`src/rtl/phi_clk_switch_ctrl.sv`:
```
// rtl/phi_clk_switch_ctrl.sv - CPU clock handover sequencer between the fast clock and host PHI
module phi_clk_switch_ctrl #(
    parameter int SYNC_STAGES = 2,
    parameter int HOLD_CYCLES = 4,
    parameter int TIMEOUT     = 255
) (
    input  logic       clk,
    input  logic       rst_b,
    input  logic       host_phi,
    input  logic       en,
    input  logic       slow_req,
    input  logic       hold_slow,
    output logic       sel_slow,
    output logic       clk_gate_b,
    output logic       switch_done,
    output logic       timeout_err,
    output logic [2:0] state
);

    typedef enum logic [2:0] {
        FAST    = 3'd0,
        GATE_F  = 3'd1,
        ALIGN_S = 3'd2,
        SLOW    = 3'd3,
        GATE_S  = 3'd4,
        ALIGN_F = 3'd5
    } state_t;

    localparam logic [3:0] HOLD_LOAD = 4'(HOLD_CYCLES - 1);
    localparam logic [7:0] TC_LAST   = 8'(TIMEOUT - 1);

    logic [SYNC_STAGES-1:0] sync_q;
    logic                   prev_q;
    logic                   armed_q;
    logic                   phi_s;
    logic                   fall_det;
    logic                   release_req;

    state_t     state_q;
    state_t     state_d;
    logic [3:0] cnt_q;
    logic [3:0] cnt_d;
    logic [7:0] tcnt_q;
    logic [7:0] tcnt_d;
    logic       sel_d;
    logic       gate_d;
    logic       done_d;
    logic       terr_d;

    assign phi_s       = sync_q[SYNC_STAGES-1];
    // armed keeps the first post-reset sample from being read as an edge
    assign fall_det    = armed_q & prev_q & ~phi_s;
    assign release_req = (~slow_req & ~hold_slow) | ~en;
    assign state       = state_q;

    // Synchronise host PHI and keep the previous synchronised sample for edge detection
    always_ff @(posedge clk or negedge rst_b) begin
        if (!rst_b) begin
            sync_q  <= '0;
            prev_q  <= 1'b0;
            armed_q <= 1'b0;
        end else begin
            sync_q  <= {sync_q[SYNC_STAGES-2:0], host_phi};
            prev_q  <= phi_s;
            armed_q <= 1'b1;
        end
    end

    // State, counters and registered outputs
    always_ff @(posedge clk or negedge rst_b) begin
        if (!rst_b) begin
            state_q     <= FAST;
            cnt_q       <= '0;
            tcnt_q      <= '0;
            sel_slow    <= 1'b0;
            clk_gate_b  <= 1'b1;
            switch_done <= 1'b0;
            timeout_err <= 1'b0;
        end else begin
            state_q     <= state_d;
            cnt_q       <= cnt_d;
            tcnt_q      <= tcnt_d;
            sel_slow    <= sel_d;
            clk_gate_b  <= gate_d;
            switch_done <= done_d;
            timeout_err <= terr_d;
        end
    end

    // Next-state, counter and output decode; outputs derive from the next state so they register with it
    always_comb begin
        state_d = state_q;
        cnt_d   = cnt_q;
        tcnt_d  = tcnt_q;
        done_d  = 1'b0;
        terr_d  = timeout_err;
        case (state_q)
            FAST: begin
                if (en && slow_req) begin
                    state_d = GATE_F;
                    cnt_d   = HOLD_LOAD;
                end
            end
            GATE_F: begin
                if (cnt_q == 4'd0) begin
                    state_d = ALIGN_S;
                    tcnt_d  = 8'd0;
                end else begin
                    cnt_d = cnt_q - 4'd1;
                end
            end
            ALIGN_S: begin
                if (fall_det) begin
                    state_d = SLOW;
                    done_d  = 1'b1;
                end else if (tcnt_q == TC_LAST) begin
                    state_d = ALIGN_F;
                    cnt_d   = HOLD_LOAD;
                    terr_d  = 1'b1;
                end else begin
                    tcnt_d = tcnt_q + 8'd1;
                end
            end
            SLOW: begin
                if (fall_det && release_req) begin
                    state_d = GATE_S;
                    cnt_d   = HOLD_LOAD;
                end
            end
            GATE_S: begin
                if (cnt_q == 4'd0) begin
                    state_d = ALIGN_F;
                    cnt_d   = HOLD_LOAD;
                end else begin
                    cnt_d = cnt_q - 4'd1;
                end
            end
            ALIGN_F: begin
                if (cnt_q == 4'd0) begin
                    state_d = FAST;
                    done_d  = 1'b1;
                end else begin
                    cnt_d = cnt_q - 4'd1;
                end
            end
            default: begin
                state_d = FAST;
                cnt_d   = '0;
                tcnt_d  = '0;
            end
        endcase
        sel_d  = (state_d == SLOW) || (state_d == GATE_S);
        gate_d = (state_d == FAST) || (state_d == SLOW);
    end

endmodule

```
`config.mk`:
```
export PLATFORM = sky130hd
export DESIGN_NAME = phi_clk_switch_ctrl
export DESIGN_NICKNAME = d
export VERILOG_FILES = /design/src/rtl/phi_clk_switch_ctrl.sv
export SDC_FILE = /design/constraint.sdc
export NUM_CORES = 1
export LEC_CHECK = 0
export ABC_AREA = 1
export CAP_MARGIN = 20
export CORE_MARGIN = 4
export CORE_UTILIZATION = 56
export DETAILED_ROUTE_END_ITERATION = 8
export PLACE_DENSITY = 0.78
export SLEW_MARGIN = 5
export SYNTH_ARGS = -nofsm -noshare
export SYNTH_HDL_FRONTEND = slang
export SYNTH_SLANG_ARGS = --single-unit
```
`constraint.sdc`:
```
create_clock -name clk -period 1.55 [get_ports clk]
set_input_delay 0.2325 -clock clk [delete_from_list [all_inputs] [get_ports clk]]
set_output_delay 0.2325 -clock clk [all_outputs]
set_load 0.01 [all_outputs]
```
==> Word level (Yosys, flattened, before mapping) <==
Cells that the tools add are included.
{ "totals": {"ff_bits": 23, "in_bits": 6, "out_inout_bits": 7, "elab_cells": 71} }
{ "classes": {"n_addsub": 2, "eq_ne": 15, "n_mux": 22, "bitwise": 10, "n_reduce_logical": 12} }
{ "op_table": {"columns": ["operator", "count"], "rows": [
  ["2-to-1 mux 4 bit", 6],
  ["2-to-1 mux 8 bit", 3],
  ["case mux 8 bit (3 select lines)", 1],
  ["2-to-1 mux 3 bit", 7],
  ["case mux 4 bit (5 select lines)", 1],
  ["case mux 3 bit (6 select lines)", 1],
  ["!= test 2 bit, second input constant", 7],
  ["== test 3 x 2 -> 1 bit, second input constant", 3],
  ["== test 3 bit, second input constant", 3],
  ["adder 8 x 1 -> 8 bit, second input constant", 1],
  ["== test 8 bit, second input constant", 1],
  ["logical NOT 3 bit", 2],
  ["inverter 1 bit", 6],
  ["AND reduction 5 bit", 1],
  ["logical NOT 4 bit", 1],
  ["AND reduction 4 bit", 1],
  ["OR reduction 4 bit", 1],
  ["subtractor 4 x 1 -> 4 bit, second input constant", 1],
  ["AND 1 bit", 3],
  ["== test 3 x 1 -> 1 bit, second input constant", 1],
  ["AND reduction 3 bit", 1],
  ["logical AND 1 bit", 2],
  ["logical OR 1 bit", 2],
  ["2-to-1 mux 1 bit", 2],
  ["other kinds (3)", 3]
]} }

==> Logic depth before layout (Yosys ltp) <==
Gate-level depths: netlist of the first run.
{ "logic_depth": {"depth_word": 8, "mapped_depth": 11, "ltp_nobuf": 11} }

==> Worst setup path before layout of the first run <==
OpenSTA, ideal clock, no wires.
{ "synth_path": {"kind": "flip-flop to flip-flop", "from": "reg tcnt_q[0]", "to": "reg sel_slow", "setup_time_ns": 0.117, "arrival_time_ns": 1.276, "t_required_ns": 1.433, "slack_ns": 0.156, "path_stages_with_launch": 12, "n_path_buf": 0, "period_less_slack_ns": 1.394, "cell_sequence": "dfrtp_1 inv_1 ha_1 inv_1 nor2_1 nand2_1 nand2_2 nand2_4 nor2_4 inv_2 nand2_1 nand2_1"} }
{ "synth_via": {"elab_chain_len": 6, "elab_cells_between_ends": 7, "cone_classes": "eq/ne (3); mux (3); reduce/logical (1)"} }
{ "synth_lines": {"columns": ["item", "line", "rtl"], "rows": [
  ["start, declared", "43", "logic [7:0] tcnt_q;"],
  ["start signal, assigned", "82", "tcnt_q <= tcnt_d;"],
  ["== test 8 bit *", "116", "end else if (tcnt_q == TC_LAST) begin"],
  ["2-to-1 mux 3 bit *", "116", null],
  ["2-to-1 mux 3 bit *", "113", "if (fall_det) begin"],
  ["case mux 3 bit (6 select lines) *", "97", "case (state_q)"],
  ["via state_d[1]", "40", "state_t state_d;"],
  ["== test 3 x 2 -> 1 bit / == test 3 bit (equally long branches)", "152", "sel_d = (state_d == SLOW) || (state_d == GATE_S);"],
  ["logical OR 1 bit *", "152", null],
  ["via sel_d", "45", "logic sel_d;"],
  ["end signal, assigned", "83", "sel_slow <= sel_d;"],
  ["end, declared", "13", "output logic sel_slow,"]
]} }
Mark *: on every way through the listed nets, which the timed path passes. The rest lies on a longest branch.
A chain may end at the register's enable or synchronous reset.

==> Worst setup path after layout of the first run <==
{ "layout_path": {"from": "reg state_q[2], in the netlist state[2]", "to": "reg tcnt_q[1]"} }
{ "layout_via": {"elab_chain_len": 4, "elab_cells_between_ends": 13, "cone_classes": "eq/ne (8); mux (1); bitwise (1); reduce/logical (3)"} }
{ "layout_lines": {"columns": ["item", "line", "rtl"], "rows": [
  ["start, declared", "39", "state_t state_q;"],
  ["start signal, assigned", "80", "state_q <= state_d;"],
  ["== test 3 bit, or another cell as far along", "97", null],
  ["OR reduction 4 bit (no line)", null, null],
  ["inverter 1 bit (no line)", null, null],
  ["AND reduction 4 bit (no line)", null, null]
]} }
Several ways; a longest one is shown, not always the timed one.

==> results.json, run 1 <==
{
  "hold_violations": 0,
  "io_pins": 13,
  "syn_nets": 184,
  "grt-ovfl-total": 0,
  "core-area_um2": 2250,
  "wl_mm": 3.47,
  "grtUsageTotal_pct": 19.5,
  "initial_core_util_pct": 60.3,
  "fmax_mhz": 634,
  "clk_pin_slew_worst_paths_ns": 0.13,
  "grt_pass1_wl_mm": 5.02,
  "ir_worst_vdd_v": 0.00157,
  "cts-root-buf": "clkbuf_4",
  "grt_pass1_vias": 1182,
  "period_minus_slack_ns": 1.58,
  "antenna_found_initial": 0,
  "fp.dieH_um": 57.3,
  "min_period_over_period_pct": 102,
  "rows": 17,
  "path_max_fanout": 5,
  "routed_via_density": 5.48,
  "skew_ns": 0.00249,
  "place_congestion": 0.869,
  "dr_total_vias": 1304,
  "dp_hpwl_mm": 2.11,
  "grt_max_degree": 24,
  "dp_cells": 220,
  "grtUsageMet1_pct": 26.2,
  "layout-drive-gt1-share_pct": 31.9,
  "antenna_left": 0,
  "crit_type": "flip-flop to flip-flop",
  "end_kind": "flip-flop",
  "numCtsBuffers": 3,
  "required_ns": 1.78,
  "setup-tns-final_ns": -0.0287,
  "start_kind": "flip-flop",
  "ys_ff_latch": 23,
  "hold_slack_ns": 0.246,
  "routedWlPerCell_um": 14.6,
  "cts_hold_buffers": 0,
  "drv_slew": 0,
  "diodes": 0,
  "grtUsageMet3_pct": 3.17,
  "route.detailed.drc": 0,
  "power_w": 0.00317,
  "syn_avg_cell_area_um2": 7.81,
  "drt_iter0_drc": 71,
  "synth_cell_types": 25,
  "use_met2_pct": 31.8,
  "syn_inst": 174,
  "fin_cells": 238,
  "preCtsSetupSlack_ns": -0.0535,
  "num-fill-cells": 145,
  "p_leak_nw": 0.900,
  "hp-class": "input pin to asynchronous set/reset pin",
  "yosys_warnings": 0,
  "fin_nets": 221,
  "violations": "setup timing",
  "rsz0062_at_grt": "true",
  "critPathArrivalTime_ns": 1.80,
  "power.density_nw_per_um2": 1760,
  "clkLatencyLatePin_ns": 0.32,
  "syn_to_final_growth_pct": 33.0,
  "tritoncts": "yes",
  "clock_sinks": 23,
  "status": "finished, violations left",
  "dr.pass1.iters": 4,
  "clk_path_buf_depth": 2,
  "setup_viol": 2,
  "port-buffer-count": 12,
  "top_usage_layer": "met2",
  "setup_slack_ns": -0.0269,
  "htreeDepth": 1,
  "netlist_area_um2": 1360,
  "drv_cap": 0,
  "yosysSeqAreaShare_pct": 42.4,
  "dieArea_um2": 3280,
  "fp.dieW_um": 57.3
}
==> stage by stage <==
| step | cell area, um^2 | utilization (%) |
|---|---|---|
| after global placement | 1560 | 69.1 |
| after detailed placement | 1560 | 69.1 |
| after floorplan | 1360 | - |
| final | 1810 | 80.1 |
| after global routing | 1810 | 80.1 |
| after CTS | 1620 | 71.7 |
==> power by group <==
part / total (W) / internal [W] / switching, W / leakage (nW)
Clock: 0.000292 / 0.0000968 / 0.000196 / 0.0177
Sequential: 0.000859 / 0.000746 / 0.000112 / 0.295
Combinational: 0.00202 / 0.000854 / 0.00117 / 0.587
Total: 0.00317 / 0.00170 / 0.00147 / 0.900
==> path summary, 6_finish.rpt <==
path,from,endpoint,slack [ns],depth (start not counted)
max,state[2]$_DFF_PN0_,tcnt_q[1]$_DFFE_PN0P_,-0.03,8
min,rst_b,cnt_q[0]$_DFFE_PN0P_,0.25,2
max reg2reg,state[2]$_DFF_PN0_,tcnt_q[1]$_DFFE_PN0P_,-0.03,8
min reg2reg,sync_q[0]$_DFF_PN0_,sync_q[1]$_DFF_PN0_,0.37,0
max in group asynchronous,rst_b,clk_gate_b$_DFF_PN1_,1.02,2
min in group clk,host_phi,sync_q[0]$_DFF_PN0_,0.34,1
==> area by class of cell <==
type	count	area, um^2	share of cell area, %
multi-input cells	133	805	44.5
clock inverters	1	5.00	0.277
well taps	28	35.0	1.94
inverters	19	83.8	4.64
clock buffers	3	22.5	1.25
flip-flops and latches	23	579	32.1
repair buffers	30	272	15.0
repair inverters	1	5.00	0.277
==> synth_stat cells, drive strengths merged <==
cell type	count	area share, %
nand4	1	0.46
nand2	55	17
nand3	20	9.6
dfrtp	22	41
conb	1	0.28
o21ai	13	4.8
inv	19	5.6
xnor2	1	0.64
o211ai	1	0.92
or2	1	0.46
nor3	2	1.1
dfstp	1	1.9
ha	4	3.7
xor2	6	3.9
nor2	27	9.1
==> placed cells by master, fill, tap and decap left out, drive strengths merged, types with 4 or more instances in the layout <==
master	netlist	layout
o21ai	13	13
nand2	55	55
nor2	27	27
dfrtp	22	22
inv	19	18
buf	0	18
nand3	20	21
clkdlybuf4s50	0	9
ha	4	4
xor2	6	6
==> registers in the layout, summed over array words and instances, names as in the netlist, 2 cells and up <==
name	flops
tcnt_q	8
cnt_q	4
state	3
sync_q	2
==> repair_timing <==
| item | CTS | global route |
|---|---|---|
| gates cloned | 0 | 2 |
| resized for setup | 9 | 26 |
| setup buffers | 2 | 10 |
| endpoints found under the setup margin | 14 | 15 |
| hold endpoints to repair | 0 | 0 |
| pin swaps | 3 | 11 |
==> routing by layer <==
layer / share of wire (%) / wire, um
met2: 50 / 1750
met5: 0 / 0
met1: 44 / 1530
met3: 3.2 / 112
met4: 2.2 / 78
==> kinds of logic after synthesis <==
kind of cell               after synthesis  share of synthesized area (%)
adders and majority gates                4                           3.68
AOI/OAI and AO/OA                       14                           5.71
and+or+nand+nor                        106                           37.8
other                                    1                          0.276
xor gates and xnor gates                 7                           4.51
buffers and inverters                   19                           5.62
DFF                                     23                           42.4
==> critical path: stages, from the launching register on <==
cell      delay [ns]
dfrtp_1         0.43
buf_4           0.17
o21ai_0         0.32
nand2_4         0.12
buf_12          0.14
nand3_4         0.07
clkinv_2        0.10
nand2_1         0.08
nand2_1         0.05
Note: power is estimated with default switching activity, not from simulation.
==> run 2: changes to the inputs <==
--- a/config.mk
+++ b/config.mk
@@ -6,9 +6,9 @@
 export NUM_CORES = 1
 export LEC_CHECK = 0
 export ABC_AREA = 1
-export CAP_MARGIN = 20
 export CORE_MARGIN = 4
 export CORE_UTILIZATION = 56
+export CTS_CLUSTER_SIZE = 14
 export DETAILED_ROUTE_END_ITERATION = 8
 export PLACE_DENSITY = 0.78
 export SLEW_MARGIN = 5
==> results of run 2 <==
Same layout as run 1: the final DEF is identical, and so are final timing and power.
